$ cat src/rtl/hlsm_pkg.sv
// -----------------------------------------------------------------------------
// hlsm_pkg
// Shared definitions for the operand dispatcher and the HLSM it feeds:
// default operand width, the six-operand tuple type and the dispatcher
// state encoding.
// -----------------------------------------------------------------------------
package hlsm_pkg;

    // Default operand/result width in bits (two's complement).
    localparam int W_DEFAULT = 16;

    // Operand tuple as it travels through the queue; field a sits in the MSBs
    // so the packed struct lines up with the flat in_ops bus.
    typedef struct packed {
        logic signed [W_DEFAULT-1:0] a;
        logic signed [W_DEFAULT-1:0] b;
        logic signed [W_DEFAULT-1:0] c;
        logic signed [W_DEFAULT-1:0] d;
        logic signed [W_DEFAULT-1:0] e;
        logic signed [W_DEFAULT-1:0] f;
    } op_tuple_t;

    // Dispatcher control states.
    typedef enum logic [1:0] {
        ST_IDLE   = 2'd0,
        ST_LAUNCH = 2'd1,
        ST_WAIT   = 2'd2
    } disp_state_t;

endpackage

$ cat src/rtl/dispatch_fifo.sv
// -----------------------------------------------------------------------------
// dispatch_fifo
// Show-ahead operand queue: rd_data always presents the head entry. A push
// while full is dropped unless a pop happens in the same cycle, in which case
// both take effect and the occupancy stays at DEPTH.
// DEPTH must be a power of two and at least 2.
// -----------------------------------------------------------------------------
module dispatch_fifo #(
    parameter int DEPTH = 4,
    parameter int WIDTH = 96
) (
    input  logic             Clk,
    input  logic             Rst,
    input  logic             push,
    input  logic [WIDTH-1:0] wr_data,
    input  logic             pop,
    output logic [WIDTH-1:0] rd_data,
    output logic             full,
    output logic             empty
);

    localparam int AW = $clog2(DEPTH);

    logic [WIDTH-1:0] mem [DEPTH];
    logic [AW-1:0]    wr_ptr;
    logic [AW-1:0]    rd_ptr;
    logic [AW:0]      count;
    logic             do_push;
    logic             do_pop;

    assign full    = (count == (AW+1)'(DEPTH));
    assign empty   = (count == '0);
    assign do_pop  = pop & ~empty;
    assign do_push = push & (~full | do_pop);
    assign rd_data = mem[rd_ptr];

    // Storage write port.
    // NOTE: the array is deliberately not reset; the pointers and count alone
    // say which entries are valid, and leaving it out keeps it in plain RAM.
    always_ff @(posedge Clk) begin
        if (do_push) begin
            mem[wr_ptr] <= wr_data;
        end
    end

    // Pointer and occupancy bookkeeping; pointers wrap naturally at DEPTH.
    // NOTE: sequential state is updated with non-blocking assignments so every
    // register samples its inputs as they stood before the edge.
    always_ff @(posedge Clk) begin
        if (Rst) begin
            wr_ptr <= '0;
            rd_ptr <= '0;
            count  <= '0;
        end else begin
            if (do_push) begin
                wr_ptr <= wr_ptr + 1'b1;
            end
            if (do_pop) begin
                rd_ptr <= rd_ptr + 1'b1;
            end
            case ({do_push, do_pop})
                2'b10:   count <= count + 1'b1;
                2'b01:   count <= count - 1'b1;
                default: count <= count;
            endcase
        end
    end

endmodule

$ cat src/rtl/operand_dispatcher.sv
// -----------------------------------------------------------------------------
// operand_dispatcher
// Queues six-operand tuples and hands them one at a time to a downstream
// HLSM: pops the head into the op_* registers, pulses Start for one cycle,
// then waits for Done and captures j_in/k_in into a one-entry result register.
// Only one HLSM operation is ever outstanding, so results leave in issue order.
// A new operation is launched only when the result register is free or is
// being drained in the same cycle.
//
// Build option: define DISPATCH_TIMEOUT_EN to abort an operation after TIMEOUT
// WAIT cycles without Done; the abort sets the sticky timeout_err flag, drops
// the operation without producing a result and returns to IDLE. Without the
// macro the dispatcher waits indefinitely and timeout_err is tied low.
// -----------------------------------------------------------------------------
module operand_dispatcher
    import hlsm_pkg::*;
#(
    parameter int W       = W_DEFAULT,
    parameter int DEPTH   = 4,
    parameter int TIMEOUT = 64
) (
    input  logic         Clk,
    input  logic         Rst,
    input  logic         in_valid,
    output logic         in_ready,
    input  logic [6*W-1:0] in_ops,
    output logic         Start,
    output logic [W-1:0] op_a,
    output logic [W-1:0] op_b,
    output logic [W-1:0] op_c,
    output logic [W-1:0] op_d,
    output logic [W-1:0] op_e,
    output logic [W-1:0] op_f,
    input  logic         Done,
    input  logic [W-1:0] j_in,
    input  logic [W-1:0] k_in,
    output logic         res_valid,
    output logic [W-1:0] res_j,
    output logic [W-1:0] res_k,
    input  logic         res_ready,
    output logic         busy,
    output logic         timeout_err
);

    disp_state_t    state;
    disp_state_t    state_next;
    logic [6*W-1:0] head_ops;
    logic           fifo_full;
    logic           fifo_empty;
    logic           push;
    logic           launch;
    logic           capture;
    logic           expire;

    // ---------------------------------------------------------------------
    // Operand queue
    // ---------------------------------------------------------------------
    assign in_ready = ~fifo_full;
    assign push     = in_valid & in_ready;

    dispatch_fifo #(
        .DEPTH (DEPTH),
        .WIDTH (6*W)
    ) u_fifo (
        .Clk     (Clk),
        .Rst     (Rst),
        .push    (push),
        .wr_data (in_ops),
        .pop     (launch),
        .rd_data (head_ops),
        .full    (fifo_full),
        .empty   (fifo_empty)
    );

    // ---------------------------------------------------------------------
    // Control
    // ---------------------------------------------------------------------
    // Launch needs a queued tuple and a result slot that is empty or being
    // drained this cycle; capture only counts while actually waiting, so a
    // stray Done in IDLE or LAUNCH is ignored.
    assign launch  = (state == ST_IDLE) & ~fifo_empty & (~res_valid | res_ready);
    assign capture = (state == ST_WAIT) & Done;
    assign Start   = (state == ST_LAUNCH);
    assign busy    = (state != ST_IDLE);

`ifdef DISPATCH_TIMEOUT_EN
    localparam int CW = $clog2(TIMEOUT + 1);

    logic [CW-1:0] wait_cnt;

    // The WAIT cycle that completes the TIMEOUT-th cycle without Done aborts.
    assign expire = (state == ST_WAIT) & ~Done & (wait_cnt == CW'(TIMEOUT - 1));

    // Count cycles spent in WAIT; cleared whenever the FSM is elsewhere.
    always_ff @(posedge Clk) begin
        if (Rst) begin
            wait_cnt <= '0;
        end else if (state != ST_WAIT) begin
            wait_cnt <= '0;
        end else begin
            wait_cnt <= wait_cnt + 1'b1;
        end
    end

    // Sticky abort flag, cleared only by reset.
    always_ff @(posedge Clk) begin
        if (Rst) begin
            timeout_err <= 1'b0;
        end else if (expire) begin
            timeout_err <= 1'b1;
        end
    end
`else
    assign expire      = 1'b0;
    assign timeout_err = 1'b0;
`endif

    // Next-state decode for the IDLE -> LAUNCH -> WAIT -> IDLE loop.
    // NOTE: combinational logic uses blocking assignments and assigns its
    // output a default before any branch, so no path can infer a latch.
    always_comb begin
        state_next = state;
        case (state)
            ST_IDLE: begin
                if (launch) begin
                    state_next = ST_LAUNCH;
                end
            end
            ST_LAUNCH: begin
                state_next = ST_WAIT;
            end
            ST_WAIT: begin
                if (capture || expire) begin
                    state_next = ST_IDLE;
                end
            end
            default: begin
                state_next = ST_IDLE;
            end
        endcase
    end

    // State register.
    always_ff @(posedge Clk) begin
        if (Rst) begin
            state <= ST_IDLE;
        end else begin
            state <= state_next;
        end
    end

    // Operand registers: loaded from the queue head on the launch edge and
    // held untouched until the next launch, covering the whole Start..Done span.
    always_ff @(posedge Clk) begin
        if (Rst) begin
            op_a <= '0;
            op_b <= '0;
            op_c <= '0;
            op_d <= '0;
            op_e <= '0;
            op_f <= '0;
        end else if (launch) begin
            op_a <= head_ops[6*W-1 -: W];
            op_b <= head_ops[5*W-1 -: W];
            op_c <= head_ops[4*W-1 -: W];
            op_d <= head_ops[3*W-1 -: W];
            op_e <= head_ops[2*W-1 -: W];
            op_f <= head_ops[1*W-1 -: W];
        end
    end

    // Result register: a capture takes priority over a drain in the same
    // cycle, so the new result stays visible rather than being lost.
    always_ff @(posedge Clk) begin
        if (Rst) begin
            res_valid <= 1'b0;
            res_j     <= '0;
            res_k     <= '0;
        end else if (capture) begin
            res_valid <= 1'b1;
            res_j     <= j_in;
            res_k     <= k_in;
        end else if (res_valid && res_ready) begin
            res_valid <= 1'b0;
        end
    end

endmodule

$ cat config.mk
export PLATFORM = sky130hd
export DESIGN_NAME = operand_dispatcher
export DESIGN_NICKNAME = d
export VERILOG_FILES = /design/src/rtl/hlsm_pkg.sv /design/src/rtl/dispatch_fifo.sv /design/src/rtl/operand_dispatcher.sv
export SDC_FILE = /design/constraint.sdc
export NUM_CORES = 1
export LEC_CHECK = 0
export ABC_AREA = 1
export ABC_CLOCK_PERIOD_IN_PS = 7940
export CAP_MARGIN = 20
export CELL_PAD_IN_SITES_DETAIL_PLACEMENT = 1
export CELL_PAD_IN_SITES_GLOBAL_PLACEMENT = 1
export CORE_ASPECT_RATIO = 0.75
export CORE_UTILIZATION = 43
export CTS_CLUSTER_SIZE = 30
export DETAILED_ROUTE_END_ITERATION = 10
export GPL_TIMING_DRIVEN = 0
export PLACE_DENSITY_LB_ADDON = 0.1
export SLEW_MARGIN = 20
export SYNTH_ARGS = -nofsm -noshare
export SYNTH_HDL_FRONTEND = slang
export SYNTH_SLANG_ARGS = --single-unit
$ cat constraint.sdc
create_clock -name Clk -period 7.94 [get_ports Clk]
set_input_delay 1.985 -clock Clk [delete_from_list [all_inputs] [get_ports Clk]]
set_output_delay 1.985 -clock Clk [all_outputs]
set_load 0.02 [all_outputs]
### After elaboration in Yosys (flattened, before gate mapping)

Memory sizes are Yosys's and may differ from the RTL's. A register that Yosys moved wholly into a read port is not among the register bits.
Index checks and enable logic that the tools add are counted.

* RAM bits: 384
* logic and storage cells: 45
* register bits: 42
* memories: 1

* bitwise operators: 11
* multiplexer cells: 8
* equality and inequality tests: 7
* $add $sub $neg: 4
* reduce and logical (&&, ||, !) cells: 7

Memory list
* u_fifo.mem: depth 4, width 96, rd ports 1, clocked after Yosys merged registers in 1, wr ports 1, line dispatch_fifo.sv:24 `logic [WIDTH-1:0] mem [DEPTH];`

Operator list (number)
* 1-bit bitwise AND: 6
* 2-bit case mux with 3 select lines: 1
* 3-bit case mux with 2 select lines: 1
* 2-bit nonzero test: 3
* 2-bit by 1-bit adder with 2-bit output, second input constant: 2
* 2-bit by 1-bit == test with 1-bit output, second input constant: 2
* 2-bit == test, second input constant: 2
* 1-bit two-way mux: 4
* 2-bit two-way mux: 2
* 3-bit by 1-bit adder with 3-bit output, second input constant: 1
* 3-bit == test, second input constant: 1
* 3-bit logical NOT: 1
* 1-bit inverter: 3
* 3-bit by 1-bit subtractor with 3-bit output, second input constant: 1
* 2-bit logical NOT: 1
* 2-bit by 1-bit != test with 1-bit output, second input constant: 1
* 2-bit != test, second input constant: 1
* 1-bit OR: 2
* 2-bit AND reduction: 1
* 1-bit logical AND: 1

### Logic depth before layout (Yosys ltp)

Gate-level depths: netlist of the first run.

* depth in word-level cells: 9
* depth in mapped cells: 11

### Modules after synthesis

A second synthesis of the first run with hierarchy kept.

* cell total of the unflattened synthesis: 1983
* area, all modules: 21035.2 µm²

Modules (own cells, without submodules)
* dispatch_fifo: instances 1, area each 14759.2 µm², cells each 995
* operand_dispatcher: instances 1, area each 6276.0 µm², cells each 988

### Least setup slack after synthesis of the first run

OpenSTA, ideal clock, no wires.

* kind: in2reg
* start point: in in_valid
* end point: mem u_fifo.mem[0][0], enable pin
* arrival time: 6146 ps
* stages: 2
* path buffers: 0
* path slack: 1242 ps
* setup time: 552 ps
* cells stage by stage: nand2_1 > nor2_1

* word-level cells in the longest chain between the ends: 4

RTL lines
* start, declared: line operand_dispatcher.sv:24 `input logic in_valid,`
* 1-bit bitwise AND: line operand_dispatcher.sv:59 `assign push = in_valid & in_ready;`
* 1-bit bitwise AND: line dispatch_fifo.sv:34 `assign do_push = push & (~full | do_pop);`
* 1-bit two-way mux: line dispatch_fifo.sv:41 `if (do_push) begin`
* 1-bit two-way mux (not written as such): line dispatch_fifo.sv:42 `mem[wr_ptr] <= wr_data;`
* end, declared: line dispatch_fifo.sv:24

No other way between the ends.

### Worst setup path after layout of the first run

* start point: reg state[0]
* end point: out Start

* word-level cells in the longest chain between the ends: 1

RTL lines
* start, declared: line operand_dispatcher.sv:45 `disp_state_t state;`
* start signal, assigned: line operand_dispatcher.sv:148 `state <= state_next;`
* 2-bit by 1-bit == test with 1-bit output: line operand_dispatcher.sv:83 `assign Start = (state == ST_LAUNCH);`
* end, declared: line operand_dispatcher.sv:27 `output logic Start,`

No other way between the ends.

==> flow_summary.ini, run 1 <==
[cells_and_area]
drive_gt1_share_pct = 6.743
area_growth_syn_to_layout_pct = 25.81
nFillCells = 5503
ff_latch_area_mm2 = 0.01429
layout.nets = 2809
final_cell_mix = 683 x nand2_1, 525 x inv_1, 384 x edfxtp_1
utilization_pct = 55.42
multi_input_area_mm2 = 0.004856
layout_commonest_cell = nand2_1

[critical_path]
critPathMaxFanout = 3
crit_type = reg2out
crit_required_ns = 5.96
start_kind = flop
end_kind = output pin
arrival_ns = 1.82

[clock_network]
ctsHtreeMaxLevel = 2
cts_resized = 0
clk_pin_slew_worst_paths_ns = 0.06
cts_hold_buf = 0
clock_latency_ns = 0.60
cts-buffers-inserted = 53
cts_tree = built
clock_sinks = 522
cts_max_path_buffers = 3
postCtsSetupBuffers = 0
cts_root_buffer = clkbuf_16

[floorplanning]
initial_core_util_pct = 44.05
die_h_um = 196.6
die_area_mm2 = 0.05143
core_mm2 = 0.04931
io_pins = 266
rows = 70
die_w_um = 261.5

[detailed_routing]
ant_nets = 0
drt_iter0_markers = 768
drc_errors = 0
dr.pass1.iters = 5
drt-vias-per-instance = 4.739
vias = 15950
wl_per_cell_um = 18.08
wl_um = 60870

[pwr]
swShare_pct = 36.63
switching_power_uw = 3446
internal_power_uw = 5963
powerDensity_mw_per_mm2 = 344.3
p_seq_share_pct = 37.4
clockPowerShare_pct = 25.6
ir_drop_mv = 0.1627
pwr-share-comb_pct = 36.9
p_leak_uw = 0.01225

[sta]
grt_setup_unrepaired = no
hold_slack_ns = 0.4486
period_share_pct = 47.88
period_needed_ns = 3.802
slew_violations = 0
final_hold_viol_count = 0
fin_tns_setup_ns = 0
worstMarginPinSlew_ns = 0.7902
skew_ns = 0.01907
slew_headroom_pct = 47.20
max_freq_mhz = 263.0
setup_violations = 0

[global_route]
grt_max_degree = 23
grt_pass1_wl_um = 93410
grt_usage_pct = 23.94
grt_overflow = 0
busiest_layer = met2
grt_antenna_before_repair = 9
grt_pass1_vias = 16860
grtUsageMet1_pct = 30.69
use_met2_pct = 41.11
met3_usage_pct = 4.180

[synthesis]
postSynthAreaPerCell_um2 = 9.314
synth_top_area_share_pct = 53.09
synthCells = 2332
yosys_warnings = 0
ys_ff_latch = 522
ys_top_cells_by_area = edfxtp_1 53%, dfxtp_1 13%, nand2_1 12%
synth-async-reset-ratio_pct = 0
syn-num-nets = 2471
synth_flop_cell = edfxtp_1
yosysUniqueCellTypes = 29
seq_area_frac_synth_pct = 65.81
synth_area_mm2 = 0.02172
synth_top_area_cell = edfxtp_1
synth_edf_count = 384

[placed_design]
hpwlAfterDp_um = 42170
port_buffers = 264
routabilityCongestion = 0.7768

[outcome]
status = finished, final reports clean

[worst_hold_path]
hold_path_class = reg2reg

[job]
cap_violations = 0
-- per-stage QoR --
step / instances / setup WS (ns) / instance area (um^2) / total power, uW
3_5_place_dp: 3263 / 3.504 / 25640 / 7083
4_1_cts: 3362 / 4.093 / 27320 / 9522
3_3_place_gp: 3244 / -3.216 / 25170 / 6941
2_1_floorplan: 2332 / 1.242 / 21720 / 5661
6_report: 3366 / 4.138 / 27330 / 9410
5_1_grt: 3365 / 4.036 / 27330 / 9990
-- per-layer routing --
layer  routed length, um  vias to the layer above
li1                    -                     7783
met1               26970                     7746
met2               29250                      316
met3                3134                       97
met4                1459                        8
met5                  51                        -
-- critical path, cell delays in order (launching register included) --
cell and delay, ns:
dfxtp_1 0.35, inv_1 0.07, nor2_1 0.16, clkdlybuf4s50_1 0.64
-- power groups by stage --
stage | registers (uW) | clock network, uW | logic [uW]
finish | 3520 | 2410 | 3470
detailed placement | 3580 | 0 | 3500
global placement | 3630 | 0 | 3310
global route | 3560 | 2560 | 3870
floorplan | 3810 | 0 | 1850
CTS | 3530 | 2460 | 3530
-- cell families after synthesis --
family	after synthesis	synth area share (%)
and+or+nand+nor	1095	20.13
buffers and inverters	636	11.98
DFF	522	65.81
AOI/OAI and AO/OA	71	1.653
adders and majority gates	6	0.3802
xor gates and xnor gates	1	0.04033
other	1	0.01726
-- layout make-up --
class | instances | share of cell area [%]
Sequential cell | 522 | 52.31
Multi-Input combinational cell | 1174 | 17.77
Timing Repair Buffer | 283 | 11.28
Inverter | 529 | 7.271
Clock buffer | 76 | 5.622
Tap cell | 648 | 2.967
Buffer | 107 | 2.248
Clock inverter | 23 | 0.4991
Antenna cell | 4 | 0.03663
-- worst paths after layout --
kind / start / endpoint / slack [ns] / cells after the start
min: res_k[14]$_SDFFE_PP0P_ / res_k[14]$_SDFFE_PP0P_ / 0.45 / 2
min reg2reg: res_k[14]$_SDFFE_PP0P_ / res_k[14]$_SDFFE_PP0P_ / 0.45 / 2
max: state[0]$_SDFFE_PP0P_ / Start / 4.14 / 3
max reg2reg: u_fifo.count[0]$_SDFFE_PP0P_ / u_fifo.mem[3][37]$_DFFE_PP_ / 5.45 / 6
-- registers in the layout (all words and copies together) (netlist names) --
name	count
u_fifo.count	3
res_valid	1
res_j	16
op_d	16
op_c	16
u_fifo.rd_ptr	2
res_k	16
op_b	16
op_a	16
op_f	16
u_fifo.mem	384
u_fifo.wr_ptr	2
state	2
op_e	16
-- cells in the mapped netlist, types with 8 or more instances --
library cell    n
nand2_1       683
inv_1         525
edfxtp_1      384
nor2_1        211
nand3_1       195
dfxtp_1       138
buf_2          41
o21ai_0        35
a21oi_1        34
clkbuf_1       32
buf_4          24
buf_6           8
Note: power is estimated with default switching activity, not from simulation.
==> inputs of run 2 (changes only) <==
Settings changed: ABC_CLOCK_PERIOD_IN_PS 7940 to 3800.
Clock period 7.94 ns to 3.8 ns, I/O delays scaled along.
==> flow_summary.ini, run 2 (same netlist as run 1, synthesis figures left out) <==
[job]
cap_violations = 0

[cells_and_area]
drive_gt1_share_pct = 7.027
largest_reg_flops = 384
final_cell_mix = 683 x nand2_1, 525 x inv_1, 384 x edfxtp_1
nFillCells = 5486
area_growth_syn_to_layout_pct = 26.99
layout.nets = 2812
largest-register = u_fifo.mem
multi_input_area_mm2 = 0.004856
layout_commonest_cell = nand2_1
finalNonFillerCells = 3369
ff_latch_area_mm2 = 0.01429
finalInstanceArea_mm2 = 0.02758

[global_route]
grt_antenna_before_repair = 2
grt_max_degree = 22
grt_pass1_wl_um = 95600
grt_overflow = 0
grt_pass1_vias = 17140
grt_usage_pct = 24.58

[detailed_routing]
ant_nets = 0
highest_layer = met4
wl_per_cell_um = 18.61
wl_um = 62690
dr_wl_met2_um = 30870
drt_iter0_markers = 851
drt-vias-per-instance = 4.777
wl_met1_um = 27800
dr.pass1.iters = 5
drc_errors = 0
met3_length_um = 2788
vias = 16100

[critical_path]
r2r-start = u_fifo.count[0]$_SDFFE_PP0P_
r2r_end = u_fifo.mem[1][10]$_DFFE_PP_
slowest_delay_ns = 0.73
critPathSlowestCell = clkdlybuf4s50_1
crit_required_ns = 2.85
r2r_slack_ns = 1.34
arrival_ns = 1.92
path_cells = inv_1, nor2_1, clkdlybuf4s50_1
crit_type = reg2out
end_kind = output pin
start_kind = flop
critPathMaxFanout = 3
worstRegToRegCells = 7

[worst_hold_path]
hold_depth = 2
whs_endpoint = res_j[15]$_SDFFE_PP0P_
min_from = res_j[15]$_SDFFE_PP0P_
hold_path_class = reg2reg

[pwr]
powerDensity_mw_per_mm2 = 733.4
ir_drop_mv = 0.4644
p_leak_uw = 0.01236

[clock_network]
clock_sinks = 522
ctsHtreeMaxLevel = 2
postCtsSetupBuffers = 0
clk_pin_slew_worst_paths_ns = 0.06
cts-buffers-inserted = 53
cts_tree = built
clock_latency_ns = 0.60
cts_max_path_buffers = 3
cts_resized = 0
cts_root_buffer = clkbuf_16
cts_hold_buf = 0

[sta]
period_share_pct = 75.43
grt_setup_unrepaired = no
max_freq_mhz = 348.9
setup_violations = 0
period_needed_ns = 2.866
slew_violations = 0
final_hold_viol_count = 0
worstMarginPinSlew_ns = 0.6670
slew_headroom_pct = 55.53
skew_ns = 0.01858

[outcome]
status = finished, final reports clean

[floorplanning]
die_w_um = 261.5
rows = 70
core_mm2 = 0.04931
die_h_um = 196.6
initial_core_util_pct = 44.05
die_area_mm2 = 0.05143
io_pins = 266

[placed_design]
numPlacedInstances = 3266
port_buffers = 264
routabilityCongestion = 0.7797
hpwlAfterDp_um = 42960
placed_area_mm2 = 0.02574
-- run 2: worst max-delay path by stage --
stage                     cells after the start                    startpoint                           end
after floorplan                               2                      in_valid    u_fifo.mem[0][0]$_DFFE_PP_
after global placement                        3                      in_valid    u_fifo.mem[1][8]$_DFFE_PP_
after detailed placement                     12                     res_ready  u_fifo.count[2]$_SDFFE_PP0P_
after CTS                                     3  u_fifo.count[0]$_SDFFE_PP0P_                      in_ready
after global routing                          3         state[0]$_SDFFE_PP0P_                         Start
final                                         3         state[0]$_SDFFE_PP0P_                         Start
-- run 2: power breakdown --
part	switching (uW)	internal, uW	leakage, uW
Clock	2210	3260	0.000906
Sequential	348	7010	0.00466
Combinational	4790	2620	0.00680
Total	7350	12900	0.0124
-- run 2: final cells by class --
class / count / area share, %
timing repair buffer: 286 / 11.53
antenna: 3 / 0.02722
tap: 648 / 2.939
sequential: 522 / 51.82
buffer: 107 / 2.227
clock inverter: 24 / 0.9934
inverter: 529 / 7.203
multi-input combinational: 1174 / 17.60
clock buffer: 76 / 5.656
-- run 2: critical path, delay by kind of cell, from the launching register on --
kind,cells,cell delay (ns)
flip-flops,1,0.35
AND/OR/NAND/NOR,1,0.15
buffers and inverters,2,0.82
-- run 2: per-layer routing --
layer | vias to the layer above | GRT usage, %
met5 | - | 0
met4 | 0 | 5.814
met3 | 82 | 3.575
met2 | 318 | 43.29
met1 | 7899 | 31.84
li1 | 7796 | -
-- run 2: through the flow --
step,worst slack (ns),TNS [ns],utilization [%],total power [uW],hold WS (ns)
finish,0.9338,0,55.94,20230,0.4463
global route,0.8432,0,55.93,21420,0.4626
CTS,0.8994,0,55.92,20460,0.4510
global placement,-3.259,-1237.70,51.07,14490,0.4310
detailed placement,0.3732,0,52.21,14910,0.4394
floorplan,-0.2859,-109.78,-,11800,0.4999
==> inputs of run 3 (changes only) <==
Settings changed: ABC_CLOCK_PERIOD_IN_PS 3800 to 3000.
Clock period 3.8 ns to 3 ns, I/O delays scaled along.
==> results of run 3 <==
The final DEF is identical to that of run 2. Status: finished, final reports clean.
Among the figures that moved: setup slack after placement 0.3732 ns -> -0.2268 ns; setup slack after layout 0.9338 ns -> 0.3338 ns; register-to-register setup slack 1.34 ns -> 0.54 ns; total power 20230 uW -> 25620 uW; worst IR drop on VDD 0.4644 mV -> 0.5882 mV
